===== src/rtl/lsu_ctrl.sv =====
`timescale 1ns/1ps
// MEM-stage load/store sequencer: valid/ready data-memory access, byte lanes, load extension, timeout.
// Optional build macro LSU_MISALIGN_TRAP_EN: misaligned accesses skip the bus and flag misalign_o.
//
// state | meaning
// IDLE  | waiting for mem_read_i / mem_write_i
// REQ   | dmem_req_o held with latched address/enables/data until dmem_ready_i
// RESP  | load accepted, waiting for dmem_rvalid_i
// DONE  | one-cycle completion pulse (done_o), pipeline released
module lsu_ctrl #(
  parameter int unsigned TIMEOUT = 255
) (
  input  logic        clk,
  input  logic        rst,
  input  logic        mem_read_i,
  input  logic        mem_write_i,
  input  logic [2:0]  funct3_i,
  input  logic [31:0] addr_i,
  input  logic [31:0] wdata_i,
  output logic        dmem_req_o,
  output logic        dmem_we_o,
  output logic [31:0] dmem_addr_o,
  output logic [3:0]  dmem_be_o,
  output logic [31:0] dmem_wdata_o,
  input  logic        dmem_ready_i,
  input  logic        dmem_rvalid_i,
  input  logic [31:0] dmem_rdata_i,
  output logic        stall_o,
  output logic        done_o,
  output logic [31:0] rdata_o,
  output logic        bus_err_o,
  output logic        misalign_o
);

  typedef enum logic [1:0] {IDLE, REQ, RESP, DONE} state_t;

  localparam logic [15:0] LAST = 16'(TIMEOUT - 1);

  state_t      state;
  logic        is_rd;
  logic [2:0]  f3_q;
  logic [1:0]  lo_q;
  logic [15:0] cnt;
  logic        mis_q;
  logic        trap;
  logic [3:0]  be_in;
  logic [31:0] wd_in;
  logic [7:0]  lane_b;
  logic [15:0] lane_h;
  logic [31:0] ext;

  always_comb begin
    be_in = 4'b1111;
    wd_in = wdata_i;
    case (funct3_i[1:0])
      2'b00: begin
        be_in = 4'b0001 << addr_i[1:0];
        wd_in = {4{wdata_i[7:0]}};
      end
      2'b01: begin
        be_in = 4'b0011 << {addr_i[1], 1'b0};
        wd_in = {2{wdata_i[15:0]}};
      end
      default: ;
    endcase
  end

`ifdef LSU_MISALIGN_TRAP_EN
  assign trap = ((funct3_i[1:0] == 2'b01) & addr_i[0]) | (funct3_i[1] & (|addr_i[1:0]));
`else
  assign trap = 1'b0;
`endif

  always_comb begin
    lane_b = dmem_rdata_i[7:0];
    case (lo_q)
      2'd1:    lane_b = dmem_rdata_i[15:8];
      2'd2:    lane_b = dmem_rdata_i[23:16];
      2'd3:    lane_b = dmem_rdata_i[31:24];
      default: lane_b = dmem_rdata_i[7:0];
    endcase
    lane_h = lo_q[1] ? dmem_rdata_i[31:16] : dmem_rdata_i[15:0];
    case (f3_q)
      3'b000:  ext = {{24{lane_b[7]}}, lane_b};
      3'b001:  ext = {{16{lane_h[15]}}, lane_h};
      3'b100:  ext = {24'd0, lane_b};
      3'b101:  ext = {16'd0, lane_h};
      default: ext = dmem_rdata_i;
    endcase
  end

  // Combinational so the pipeline freezes in the same cycle the access is seen.
  assign stall_o = ((state == IDLE) && (mem_read_i || mem_write_i)) ||
                   (state == REQ) || (state == RESP);

  assign misalign_o = mis_q;

  always_ff @(posedge clk or posedge rst) begin
    if (rst) begin
      state        <= IDLE;
      is_rd        <= 1'b0;
      f3_q         <= 3'd0;
      lo_q         <= 2'd0;
      cnt          <= 16'd0;
      mis_q        <= 1'b0;
      dmem_req_o   <= 1'b0;
      dmem_we_o    <= 1'b0;
      dmem_addr_o  <= 32'd0;
      dmem_be_o    <= 4'd0;
      dmem_wdata_o <= 32'd0;
      done_o       <= 1'b0;
      rdata_o      <= 32'd0;
      bus_err_o    <= 1'b0;
    end else begin
      case (state)
        IDLE: begin
          if (mem_read_i || mem_write_i) begin
            is_rd <= mem_read_i;
            f3_q  <= funct3_i;
            lo_q  <= addr_i[1:0];
            cnt   <= 16'd0;
            if (trap) begin
              state   <= DONE;
              done_o  <= 1'b1;
              mis_q   <= 1'b1;
              rdata_o <= 32'd0;
            end else begin
              state        <= REQ;
              dmem_req_o   <= 1'b1;
              dmem_we_o    <= ~mem_read_i;
              dmem_addr_o  <= {addr_i[31:2], 2'b00};
              dmem_be_o    <= be_in;
              dmem_wdata_o <= mem_read_i ? 32'd0 : wd_in;
            end
          end
        end
        REQ: begin
          cnt <= cnt + 16'd1;
          if (dmem_ready_i || (cnt == LAST)) begin
            dmem_req_o   <= 1'b0;
            dmem_we_o    <= 1'b0;
            dmem_addr_o  <= 32'd0;
            dmem_be_o    <= 4'd0;
            dmem_wdata_o <= 32'd0;
          end
          // A store completes on acceptance, even in the last allowed cycle.
          if (dmem_ready_i && !is_rd) begin
            state   <= DONE;
            done_o  <= 1'b1;
            rdata_o <= 32'd0;
          end else if (cnt == LAST) begin
            state     <= DONE;
            done_o    <= 1'b1;
            bus_err_o <= 1'b1;
            rdata_o   <= 32'd0;
          end else if (dmem_ready_i) begin
            state <= RESP;
          end
        end
        RESP: begin
          cnt <= cnt + 16'd1;
          if (dmem_rvalid_i) begin
            state   <= DONE;
            done_o  <= 1'b1;
            rdata_o <= ext;
          end else if (cnt == LAST) begin
            state     <= DONE;
            done_o    <= 1'b1;
            bus_err_o <= 1'b1;
            rdata_o   <= 32'd0;
          end
        end
        DONE: begin
          state     <= IDLE;
          done_o    <= 1'b0;
          bus_err_o <= 1'b0;
          mis_q     <= 1'b0;
          rdata_o   <= 32'd0;
          cnt       <= 16'd0;
        end
        default: state <= IDLE;
      endcase
    end
  end

endmodule


===== config.mk =====
export PLATFORM = sky130hd
export DESIGN_NAME = lsu_ctrl
export DESIGN_NICKNAME = d
export VERILOG_FILES = /design/src/rtl/lsu_ctrl.sv
export SDC_FILE = /design/constraint.sdc
export NUM_CORES = 1
export LEC_CHECK = 0
export CAP_MARGIN = 20
export CORE_MARGIN = 2
export CORE_UTILIZATION = 23
export DETAILED_ROUTE_END_ITERATION = 10
export MAX_ROUTING_LAYER = met4
export PLACE_DENSITY = 0.56
export SYNTH_ARGS = -nofsm -noshare
export SYNTH_HDL_FRONTEND = slang
export SYNTH_SLANG_ARGS = --single-unit

===== constraint.sdc =====
create_clock -name clk -period 10.9 [get_ports clk]
set_input_delay 1.09 -clock clk [delete_from_list [all_inputs] [get_ports clk]]
set_output_delay 1.09 -clock clk [all_outputs]
set_load 0.005 [all_outputs]

Yosys cells after proc, flatten, opt, wreduce, memory -nomap -nowiden --
Cells that the tools add are included.
Operators by class: $add $sub $neg 1, equal/unequal tests 17, shift operators 2, mux-type cells 40, bitwise operators 1, reduce and logical (&&, ||, !) cells 17
Operators by type and width (count):
- 32-bit two-way mux | 7
- 32-bit one-hot mux with 2 select lines | 3
- 32-bit one-hot mux with 4 select lines | 1
- 32-bit one-hot mux with 3 select lines | 1
- 16-bit one-hot mux with 3 select lines | 1
- 16-bit two-way mux | 2
- 8-bit one-hot mux with 3 select lines | 1
- 16-bit by 1-bit adder with 16-bit output (second input constant) | 1
- 16-bit by 8-bit == test with 1-bit output (second input constant) | 1
- 4-bit one-hot mux with 2 select lines | 2
- 2-bit two-way mux | 6
- 1-bit two-way mux | 9
- 3-bit AND reduction | 3
- 2-bit == test (second input constant) | 4
- 4-bit two-way mux | 2
- 2-bit one-hot mux with 4 select lines | 1
- 2-bit by 1-bit == test with 1-bit output (second input constant) | 3
- 3-bit == test (second input constant) | 2
- 1-bit one-hot mux with 3 select lines | 2
- 2-bit logical NOT | 2
- 1-bit logical OR | 4
- 2-bit by 1-bit inequality test with 1-bit output (second input constant) | 2
- 2-bit inequality test (second input constant) | 2
- 4-bit by 2-bit inequality test with 1-bit output (second input constant) | 1
- 13 further kinds | 15
Word-level totals: register bits after elaboration 128, input bits 105, output and inout bits 106, logic and storage cells 91

Longest topological paths before layout --
depth after elaboration 5, depth in mapped cells 9, mapped depth without buffers 6

Worst setup path after synthesis --
Ideal clock, no wire load.
path kind input port to output port, start point in mem_read_i, end point out stall_o, arrival time 1.710 ns, data required time 9.810 ns, slack 8.100 ns, stages on the path 3, buffers on the path 1, cells stage by stage clkbuf_1 o21ai_1 nand2_1
On the way: word-level cells in the longest chain between the ends 4
Ends and longest elaborated chain:
- from (decl) | RTL line 15 | input logic mem_read_i,
- 1-bit logical OR | RTL line 93 | assign stall_o = ((state == IDLE) && (mem_read_i || mem_write_i)) ||
- 1-bit logical AND | RTL line 93
- 1-bit logical OR | RTL line 93
- 1-bit logical OR | RTL line 94 | (state == REQ) || (state == RESP);
- to (decl) | RTL line 28 | output logic stall_o,
No other way between the ends.

Final worst setup path --
Ends and elaborated chain as after synthesis.

==> metrics.cfg <==
[timing]
final.period_utilization = 0.399
worst_slack_on_hold_paths_ps = 477
setup_total_negative_slack_ps = 0
worst_slew_margin_rel = 0.368
worst_pin_slew_ps = 947
timing.clock.skew_ps = 16.9
grt_setup_unrepaired = false
period_needed_ps = 4340
finalMaxSlewViolations = 0
hold_viol_final = 0
maxClockFrequency_mhz = 230
setup_violations = 0

[power]
vdd.ir_drop.worst_v = 0.000149
total_leakage_power_nw = 3.96
power_density_nw_per_um2 = 267

[cts]
numCtsBuffers = 17
tritoncts = done
cts_sinks = 126
post_cts_hold_buffer_count = 0
cts.reportedPaths.clkPinSlew_ps = 70
cts.htree.levels = 4
root_buffer = sky130_fd_sc_hd__clkbuf_16
cts_resized = 0
postCtsSetupRepairBufs = 0
clock_insertion_delay_at_the_later_pin_of_the_skew_report_ps = 420
cts-root-to-sink-buffers = 2

[placement]
gp_routability_congestion = 0.780
dp_hpwl_mm = 13.9
portBuffers = 207

[grt]
grt.overflow.total = 0
grt_first_pass_wirelength_mm = 30.6
grt_start_max_net_pins = 67
via_count_of_the_first_global_routing_pass = 5253
grt_antenna_before_repair = 0
global_route.usage.total = 0.142

[critical_path]
critical_path.cell_chain = clkdlybuf4s50_1 -> o21ai_1 -> nand2_1 -> clkdlybuf4s50_1
worst_r2r_startpoint = cnt[0]
crit_type = primary input to output pin
crit_path_end = stall_o
crit_arrival_ps = 3250
path_max_fanout = 18
r2r-end = dmem_wdata_o[27]
critical_path.endpoint_type = output pin
slowest_stage = sky130_fd_sc_hd__clkdlybuf4s50_1
worstRegToRegCells = 6
critical_path.most_common_cell = sky130_fd_sc_hd__clkdlybuf4s50_1
worstPathRequired_ps = 9810
source_of_the_critical_timing_path = mem_read_i
max_stage_delay_on_crit_path_ps = 740
r2r_setup_slack_ps = 7640
worstSetupStartpointType = primary input

[finish]
area_growth_pct = 48.2
antenna-diode-count = 0
layout.nets = 881
share_of_post_route_cells_with_drive_strength_above_1 = 0.0856

[floorplan]
start_util = 0.232
floorplan.io_pins = 211
floorplan.die.width_um = 168
floorplan.die.height_um = 168
placement_rows = 60
coreArea_um2 = 26700
overall_die_area_um2 = 28300

[route]
route.detailed.wl_per_inst_um = 17.3
wl_met2_mm = 9.20
post_drt_via_cell_ratio = 4.71
routed-via-count = 5297
drt_first_iter_violations = 280
met1_length_mm = 9.03
route.detailed.drc = 0
maxUsedRoutingLayer = met4
firstDrtPassIters = 4
wirelength_mm = 19.5
dr_wl_met3_mm = 1.05
route.antenna.remaining_nets = 0

[synth]
synthesized_area_fraction_occupied_by_ao_oa_aoi_and_oai_cells = 0.203
postSynthRegisterBits = 126
yosysWarnings = 0
synthTopCellsByArea = sky130_fd_sc_hd__dfrtp_1, sky130_fd_sc_hd__mux2i_1, sky130_fd_sc_hd__a22o_1
synth_top_family_by_area = compound AO/OA/AOI/OAI gates
share_of_the_synthesized_area_in_the_top_cell_type = 0.507
synth_adder_area_share = 0.0121
synth_cell_type_count = 51
ys.flop_type = sky130_fd_sc_hd__dfrtp_1
netlist_top_cells_count = sky130_fd_sc_hd__dfrtp_1, sky130_fd_sc_hd__inv_1, sky130_fd_sc_hd__mux2i_1, sky130_fd_sc_hd__a22o_1
synth-edff-count = 0
synth-seq-area-share = 0.507
synthesis.instances = 574
syn_avg_cell_area_um2 = 10.8
yosys.area_share.xor_xnor = 0.00564
synth_most_common_cell = sky130_fd_sc_hd__dfrtp_1
yosys.area_share.simple = 0.110
synth_largest_area_cell = sky130_fd_sc_hd__dfrtp_1
share_of_synthesized_area_spent_on_multiplexers = 0.100
syn-cell-area_um2 = 6210
async_set_or_reset_register_ratio_after_synthesis = 1.00

[hold_path]
holdCritPathClass = register to register

[job]
max-cap-violations = 0

[status]
outcome = finished, final reports clean

==> worst max-delay path, delay by kind of cell <==
| kind | cells | cell delay [ps] |
|---|---|---|
| compound gates | 1 | 700 |
| buf+inv | 2 | 1250 |
| simple gates | 1 | 210 |
==> metal layers <==
| layer | vias up | global-route usage |
|---|---|---|
| li1 | 2515 | - |
| met3 | 14 | 0.0334 |
| met4 | 0 | 0.0379 |
| met2 | 153 | 0.218 |
| met1 | 2615 | 0.189 |
| met5 | - | - |
==> state kept, by name, summed over array words and instances, names as in the netlist <==
name / cells
done_o: 1
dmem_req_o: 1
bus_err_o: 1
f3_q: 3
state: 2
dmem_addr_o: 30
rdata_o: 32
cnt: 16
dmem_we_o: 1
lo_q: 2
dmem_wdata_o: 32
is_rd: 1
dmem_be_o: 4
==> layout by cell type, fill, tap and decap left out, drive strengths merged, types with 8 or more instances in the layout <==
master | Yosys | routed
a21o | 17 | 17
a21oi | 25 | 25
a221o | 16 | 16
a22o | 37 | 37
a32o | 8 | 8
buf | 16 | 9
clkbuf | 25 | 18
clkdlybuf4s50 | 0 | 207
dfrtp | 126 | 126
inv | 41 | 50
mux2 | 17 | 17
mux2i | 41 | 41
nand2 | 31 | 31
nand2b | 18 | 18
nor2 | 20 | 20
nor4 | 16 | 16
o21ai | 33 | 33
or3 | 13 | 13
==> kinds of logic after synthesis <==
family,Yosys count
AO/OA/AOI/OAI,166
XOR/XNOR,4
adder cells (fa/ha/maj),6
buffers and inverters,83
flip-flops,126
multiplexers,59
other,1
AND/OR/NAND/NOR,129
==> stage by stage <==
stage                     cell area (um2)  setup WS (ps)  std cells  total power [mW]   util
after floorplan                      6220           6450        576              1.36      -
after global routing                 9210           6400       1124              2.62  0.345
after detailed placement             8560           6460       1090              1.86  0.320
final                                9210           6560       1124              2.45  0.345
after global placement               8550           6540       1089              1.85  0.320
after CTS                            9170           6550       1122              2.47  0.343
==> power breakdown <==
group	switching, mW	internal (mW)
sequential	0.142	0.643
combinational	0.491	0.585
clock	0.241	0.353
==> worst min-delay path by stage <==
stage / cells after the start / from / endpoint / slack [ps]
floorplan: 1 / dmem_req_o / dmem_req_o / 470
global placement: 1 / dmem_wdata_o[22] / dmem_wdata_o[22] / 460
detailed placement: 1 / dmem_wdata_o[22] / dmem_wdata_o[22] / 470
CTS: 1 / dmem_wdata_o[22] / dmem_wdata_o[22] / 480
global route: 1 / dmem_wdata_o[15] / dmem_wdata_o[15] / 500
finish: 1 / dmem_wdata_o[22] / dmem_wdata_o[22] / 480
==> area by class of cell <==
cell class,instances,area [um2]
Fill cell,2689,17500
Clock inverter,14,170
Sequential cell,126,3150
Timing Repair Buffer,216,2160
Clock buffer,18,439
Multi-Input combinational cell,367,2700
Tap cell,341,427
Inverter,42,160
Note: power is estimated with default switching activity, not from simulation.
